$ cat config.mk
export PLATFORM = sky130hd
export DESIGN_NAME = mandel_pixel_sequencer
export DESIGN_NICKNAME = d
export VERILOG_FILES = /design/src/rtl/mandel_pixel_sequencer.sv
export SDC_FILE = /design/constraint.sdc
export NUM_CORES = 1
export LEC_CHECK = 0
export ABC_AREA = 1
export BUFFER_PORTS_ARGS = -buffer_cell sky130_fd_sc_hd__buf_2
export CORE_UTILIZATION = 50
export DETAILED_ROUTE_END_ITERATION = 10
export PLACE_DENSITY = 0.71
export SETUP_SLACK_MARGIN = 0.02
export SLEW_MARGIN = 20
export SYNTH_ARGS = -nofsm -noshare
export SYNTH_HDL_FRONTEND = slang
export SYNTH_SLANG_ARGS = --single-unit
$ cat constraint.sdc
create_clock -name aclk -period 3.15 [get_ports aclk]
set_input_delay 0.1575 -clock aclk [delete_from_list [all_inputs] [get_ports aclk]]
set_output_delay 0.1575 -clock aclk [all_outputs]
set_load 0.02 [all_outputs]
$ cat src/rtl/mandel_pixel_sequencer.sv
// Mandelbrot front-end sequencer: walks a WIDTH x HEIGHT grid in raster order,
// loads each point c into the diverge iterator, counts iterations until escape
// or MAX_ITER, and hands one result per pixel downstream over valid/ready.
module mandel_pixel_sequencer #(
    parameter int MAX_ITER = 255,
    parameter int ITER_W   = 8,
    parameter int DIM_W    = 10
) (
    input  logic              aclk,
    input  logic              aresetn,
    input  logic              start,
    input  logic [31:0]       x_start,
    input  logic [31:0]       y_start,
    input  logic [31:0]       step,
    input  logic [DIM_W-1:0]  width,
    input  logic [DIM_W-1:0]  height,
    output logic [31:0]       c_re,
    output logic [31:0]       c_im,
    output logic              ld,
    input  logic              diverged,
    output logic              pix_valid,
    input  logic              pix_ready,
    output logic [DIM_W-1:0]  pix_x,
    output logic [DIM_W-1:0]  pix_y,
    output logic [ITER_W-1:0] pix_iter,
    output logic              pix_inset,
    output logic              busy,
    output logic              done
);

    localparam int                DATA_W = 32;
    localparam logic [ITER_W-1:0] K_MAX  = ITER_W'(MAX_ITER);
    localparam logic [DIM_W-1:0]  DIM_1  = DIM_W'(1);

    typedef enum logic [1:0] {S_IDLE, S_LOAD, S_ITER, S_EMIT} state_t;

    state_t                   state_q,   state_d;
    logic signed [DATA_W-1:0] xs_q,      xs_d;
    logic signed [DATA_W-1:0] ys_q,      ys_d;
    logic signed [DATA_W-1:0] step_q,    step_d;
    logic        [DIM_W-1:0]  w_q,       w_d;
    logic        [DIM_W-1:0]  h_q,       h_d;
    logic signed [DATA_W-1:0] c_re_q,    c_re_d;
    logic signed [DATA_W-1:0] c_im_q,    c_im_d;
    logic        [DIM_W-1:0]  px_q,      px_d;
    logic        [DIM_W-1:0]  py_q,      py_d;
    logic        [ITER_W-1:0] k_q,       k_d;
    logic        [ITER_W-1:0] iter_q,    iter_d;
    logic                     inset_q,   inset_d;
    logic                     busy_q,    busy_d;
    logic                     done_q,    done_d;

    logic last_col;
    logic last_row;

    // Modulo-2^32 add for stepping c; overflow is deliberately not detected.
    function automatic logic signed [DATA_W-1:0] c_add(
        input logic signed [DATA_W-1:0] a,
        input logic signed [DATA_W-1:0] b
    );
        return a + b;
    endfunction

    assign last_col = (px_q == w_q - DIM_1);
    assign last_row = (py_q == h_q - DIM_1);

    // Next-state and datapath update for the scan/iterate/emit sequence.
    always_comb begin
        state_d = state_q;
        xs_d    = xs_q;
        ys_d    = ys_q;
        step_d  = step_q;
        w_d     = w_q;
        h_d     = h_q;
        c_re_d  = c_re_q;
        c_im_d  = c_im_q;
        px_d    = px_q;
        py_d    = py_q;
        k_d     = k_q;
        iter_d  = iter_q;
        inset_d = inset_q;
        busy_d  = busy_q;
        done_d  = 1'b0;
        case (state_q)
            S_IDLE: begin
                if (start) begin
                    if (width == '0 || height == '0) begin
                        // Empty frame: nothing to scan, report completion at once.
                        done_d = 1'b1;
                    end else begin
                        xs_d    = x_start;
                        ys_d    = y_start;
                        step_d  = step;
                        w_d     = width;
                        h_d     = height;
                        px_d    = '0;
                        py_d    = '0;
                        c_re_d  = x_start;
                        c_im_d  = y_start;
                        busy_d  = 1'b1;
                        state_d = S_LOAD;
                    end
                end
            end
            S_LOAD: begin
                k_d     = '0;
                state_d = S_ITER;
            end
            S_ITER: begin
                if (diverged) begin
                    iter_d  = k_q;
                    inset_d = 1'b0;
                    state_d = S_EMIT;
                end else if (k_q == K_MAX) begin
                    iter_d  = K_MAX;
                    inset_d = 1'b1;
                    state_d = S_EMIT;
                end else begin
                    k_d = k_q + ITER_W'(1);
                end
            end
            S_EMIT: begin
                if (pix_ready) begin
                    if (last_col && last_row) begin
                        busy_d  = 1'b0;
                        done_d  = 1'b1;
                        state_d = S_IDLE;
                    end else if (last_col) begin
                        px_d    = '0;
                        py_d    = py_q + DIM_1;
                        c_re_d  = xs_q;
                        c_im_d  = c_add(c_im_q, step_q);
                        state_d = S_LOAD;
                    end else begin
                        px_d    = px_q + DIM_1;
                        c_re_d  = c_add(c_re_q, step_q);
                        state_d = S_LOAD;
                    end
                end
            end
            default: state_d = S_IDLE;
        endcase
    end

    // State and datapath registers; reset aborts any frame in progress.
    always_ff @(posedge aclk or negedge aresetn) begin
        if (!aresetn) begin
            state_q <= S_IDLE;
            xs_q    <= '0;
            ys_q    <= '0;
            step_q  <= '0;
            w_q     <= '0;
            h_q     <= '0;
            c_re_q  <= '0;
            c_im_q  <= '0;
            px_q    <= '0;
            py_q    <= '0;
            k_q     <= '0;
            iter_q  <= '0;
            inset_q <= 1'b0;
            busy_q  <= 1'b0;
            done_q  <= 1'b0;
        end else begin
            state_q <= state_d;
            xs_q    <= xs_d;
            ys_q    <= ys_d;
            step_q  <= step_d;
            w_q     <= w_d;
            h_q     <= h_d;
            c_re_q  <= c_re_d;
            c_im_q  <= c_im_d;
            px_q    <= px_d;
            py_q    <= py_d;
            k_q     <= k_d;
            iter_q  <= iter_d;
            inset_q <= inset_d;
            busy_q  <= busy_d;
            done_q  <= done_d;
        end
    end

    // ld holds the iterator cleared whenever no point is being iterated.
    assign ld        = (state_q == S_IDLE) || (state_q == S_LOAD);
    assign pix_valid = (state_q == S_EMIT);
    assign c_re      = c_re_q;
    assign c_im      = c_im_q;
    assign pix_x     = px_q;
    assign pix_y     = py_q;
    assign pix_iter  = iter_q;
    assign pix_inset = inset_q;
    assign busy      = busy_q;
    assign done      = done_q;

endmodule

==> summary.md <==
| Metric | Value |
|---|---|
| Clk buf depth | 2 |
| Layout Nets | 2,753 |
| Pins over their slew limit | 0 |
| Status | finished clean |
| Crit path max-delay cell type | dfrtp_1 |
| Vias | 15,470 |
| Setup TNS | 0 ns |
| Final Hold Viols | 0 |
| Wire length per cell | 15.86 µm |
| Ports | 218 |
| Biggest cell delay along the critical path | 0.40 ns |
| H-tree level count | 4 |
| Sequential fraction of the synthesis area | 32.27% |
| Clock Latency Late Sink | roughly 0.47 ns |
| DP Cell Count | 2,839 |
| Total global-route track usage | 31.74% |
| DR pass1 iterations | 5 |
| FF+latch area | 0.004730 mm² |
| Critical path's top delay family | simple AND/OR/NAND/NOR gates |
| FP Rows | 62 |
| Yosys cell types | 38 |
| Power Density | 1158 mW/mm² |
| Share of layout cells above drive strength 1 | a little over an eighth |
| Relative slew margins | around half |
| Critical path arrival | 3.07 ns |
| Number of global-route vias before repair | 14,640 |
| Crit end category | flop |
| Min-delay worst type | input port to flop |
| Clock-pin transition on the worst setup and hold timing paths | 0.08 ns |
| Routed Antenna Nets | 0 |
| Syn Inst Count | roughly 2,300 |
| Post-Route Skew | 0.01702 ns |
| RSZ-0062 raised after global routing | no |
| Die height | 173.2 µm |
| Critical path, cell by cell | inv_2, ha_1, nand2_1, nor2_1, nand2_1, nand2_1, nand3_1, nor2_2, nand2_2, nor2_8, nand3_4, nand3_2, buf_4, nand2_1, nand2_1 |
| Critical path peak fanout | 42 |
| I/O Buffers | about 220 |
| Yosys top cell area share | 32.27% |
| VDD IR max | around 0.61 mV |
| Largest area contributor in the netlist | dfrtp_1 |
| Fin crit period | 2.685 ns |
| DRC viols | 0 |
| Area grow syn2layout | 20.11% |
| Syn Std Cell Area | 0.01465 mm² |
| Final wirelength | ~47,000 µm |
| Yosys warns | 0 |
| Footprint of the multi-input gates | 0.008469 mm² |
| Final setup viols | 0 |
| Leak Pwr | ~10 nW |
| Final cell count without fillers | 2,958 |
| 1st-iter DRT viols | 1,210 |
| Largest net degree at the start of global routing | 84 |
| Post-DP HPWL | 35,290 µm |
| Avg Inst Size Synth | around 6.4 µm² |
| Gr ovfl total | 0 |
| Die area | 0.03000 mm² |
| Core area | 0.02878 mm² |
| Worst Setup Start Kind | flop |
| Worst Path Buf+Inv | 2 |
| Die Wd | approximately 170 µm |
| Transition time of the tightest slew-check pin | 0.7218 ns |
| Root buffer cell | clkbuf_16 |
| First-pass GRT wire length | 75,590 µm |
| Critical path type | flop to flop |
| Antenna violations before repair | 1 |
| Post-CTS setup repair buffer count | 0 |
| Initial Util | 50.92% |
| WP data required | 3.54 ns |
| Syn nets | 2,478 |
| Final worst slack | 0.4647 ns |
| CTS tree | built |
| Area contributors post-synth | dfrtp_1, nand2_1, inv_1 |
| Max-cap violations | 0 |
| TritonCTS Buffers | 17 |
| Most used cell, CP | nand2_1 |
| FMAX | between 300 and 400 MHz |
| Filler cell count | 2,721 |
| Synth Register Bits | 189 |
| Clk sinks | 189 |
| Pre-CTS setup slack | between 0.3 and 0.4 ns |
| Ratio of final minimum period to clock period | 85.25% |
| Placer Congestion | 0.9640 |
| Post-DR vias/cell | between 5 and 6 |
state kept, by name, summed over array words and instances, names as in the netlist, 2 cells and up:
signal    flops
step_q       32
pix_x        10
c_re         32
w_q          10
k_q           8
c_im         32
pix_iter      8
xs_q         32
pix_y        10
h_q          10
state_q       2
stage by stage:
step	power (W)	area [µm²]	hold slack (ns)	util [%]
2_1_floorplan	0.01411	14650	-0.1381	-
3_3_place_gp	0.01755	16140	0.1067	56.09
3_5_place_dp	0.01781	16140	0.1076	56.09
4_1_cts	0.02023	17590	0.008431	61.13
5_1_grt	0.02232	17600	0.008340	61.15
6_report	0.02038	17600	0.02630	61.16
layout make-up:
type | instances | area share, %
Timing Repair Buffer | 320 | 12.11
Clock buffer | 17 | 2.417
Sequential cell | 189 | 26.87
Multi-Input combinational cell | 1715 | 48.12
Inverter | 316 | 6.739
Antenna cell | 2 | 0.02844
Tap cell | 384 | 2.730
Clock inverter | 15 | 0.9881
power by group:
group	internal, W	switching [W]
clock network	0.00114	0.00112
registers	0.00349	0.00120
logic	0.00465	0.00878
layer usage:
layer,routed length (µm),track usage [%],share of wire [%]
met5,0,0,0
met4,1498,11.06,3.2
met3,2589,4.024,5.5
met2,21560,51.53,46
met1,21260,43.59,45
worst reg2reg max path: stages (launching register included):
cell and delay (ns):
dfrtp_1 0.40, inv_2 0.15, ha_1 0.26, nand2_1 0.09, nor2_1 0.15, nand2_1 0.11, nand2_1 0.07, nand3_1 0.08
nor2_2 0.18, nand2_2 0.12, nor2_8 0.18, nand3_4 0.12, nand3_2 0.08, buf_4 0.38, nand2_1 0.15, nand2_1 0.08
layout by cell type (no fill, tap or decap), types with 3 or more instances in the layout:
cell / netlist / layout
o22ai_1: 5 / 5
nand4_1: 68 / 68
a21o_1: 3 / 3
buf_4: 9 / 14
a21oi_1: 64 / 64
inv_1: 313 / 312
inv_8: 0 / 4
dfrtp_1: 189 / 189
clkinvlp_4: 0 / 3
buf_2: 13 / 216
xnor2_1: 22 / 22
mux2_2: 47 / 47
dlygate4sd3_1: 0 / 85
or2_2: 3 / 3
nor4_1: 5 / 5
inv_6: 0 / 4
nand2_1: 986 / 985
nor3_1: 15 / 15
o21ai_0: 67 / 67
nor2_1: 136 / 133
inv_2: 3 / 4
and2_1: 8 / 8
o21bai_1: 6 / 6
ha_1: 71 / 70
nor2_2: 4 / 5
nand3_1: 157 / 157
nor2_4: 1 / 3
clkbuf_16: 0 / 17
nand3b_1: 8 / 8
buf_12: 0 / 4
xor2_1: 27 / 27
cells in the mapped netlist, drive strengths merged:
| library cell | count |
|---|---|
| o22ai | 5 |
| ha | 71 |
| o21ai | 69 |
| mux2 | 47 |
| xor2 | 27 |
| or2 | 3 |
| nand4 | 68 |
| nand2 | 988 |
| nor2 | 142 |
| nor4 | 5 |
| clkbuf | 37 |
| xnor3 | 1 |
| a21oi | 64 |
| xnor2 | 22 |
| nand3 | 159 |
| dfrtp | 189 |
| and2 | 8 |
| o21bai | 6 |
| and3 | 1 |
| nor3b | 1 |
| nor3 | 15 |
| a21o | 3 |
| inv | 316 |
| fa | 2 |
| buf | 27 |
| nand3b | 8 |
cell families after synthesis:
| family | share of synthesized area [%] |
|---|---|
| AOI/OAI and AO/OA | 5.217 |
| xor gates and xnor gates | 3.082 |
| adders and majority gates | 6.335 |
| buffers and inverters | 10.08 |
| DFF | 32.27 |
| muxes | 3.612 |
| and+or+nand+nor | 39.40 |
what timing repair did:
action / 4_1_cts / 5_1_grt
gates resized for setup: 0 / 1
setup endpoints to repair: 0 / 8
hold endpoints to repair: 137 / 0
hold buffers: 85 / 0
worst paths after layout:
| path | from | to | slack, ns | depth (start not counted) |
|---|---|---|---|---|
| setup / recovery | w_q[0] | c_im[13] | 0.46 | 15 |
| hold / removal | diverged | pix_iter[7] | 0.03 | 4 |
| setup reg to reg | w_q[0] | c_im[13] | 0.46 | 15 |
| hold reg to reg | c_im[9] | c_im[9] | 0.51 | 2 |
| max in group asynchronous | aresetn | xs_q[24] | 2.10 | 3 |
| min in group asynchronous | aresetn | state_q[0] | 0.17 | 2 |
No activity file was read; power rests on OpenSTA's default activity.
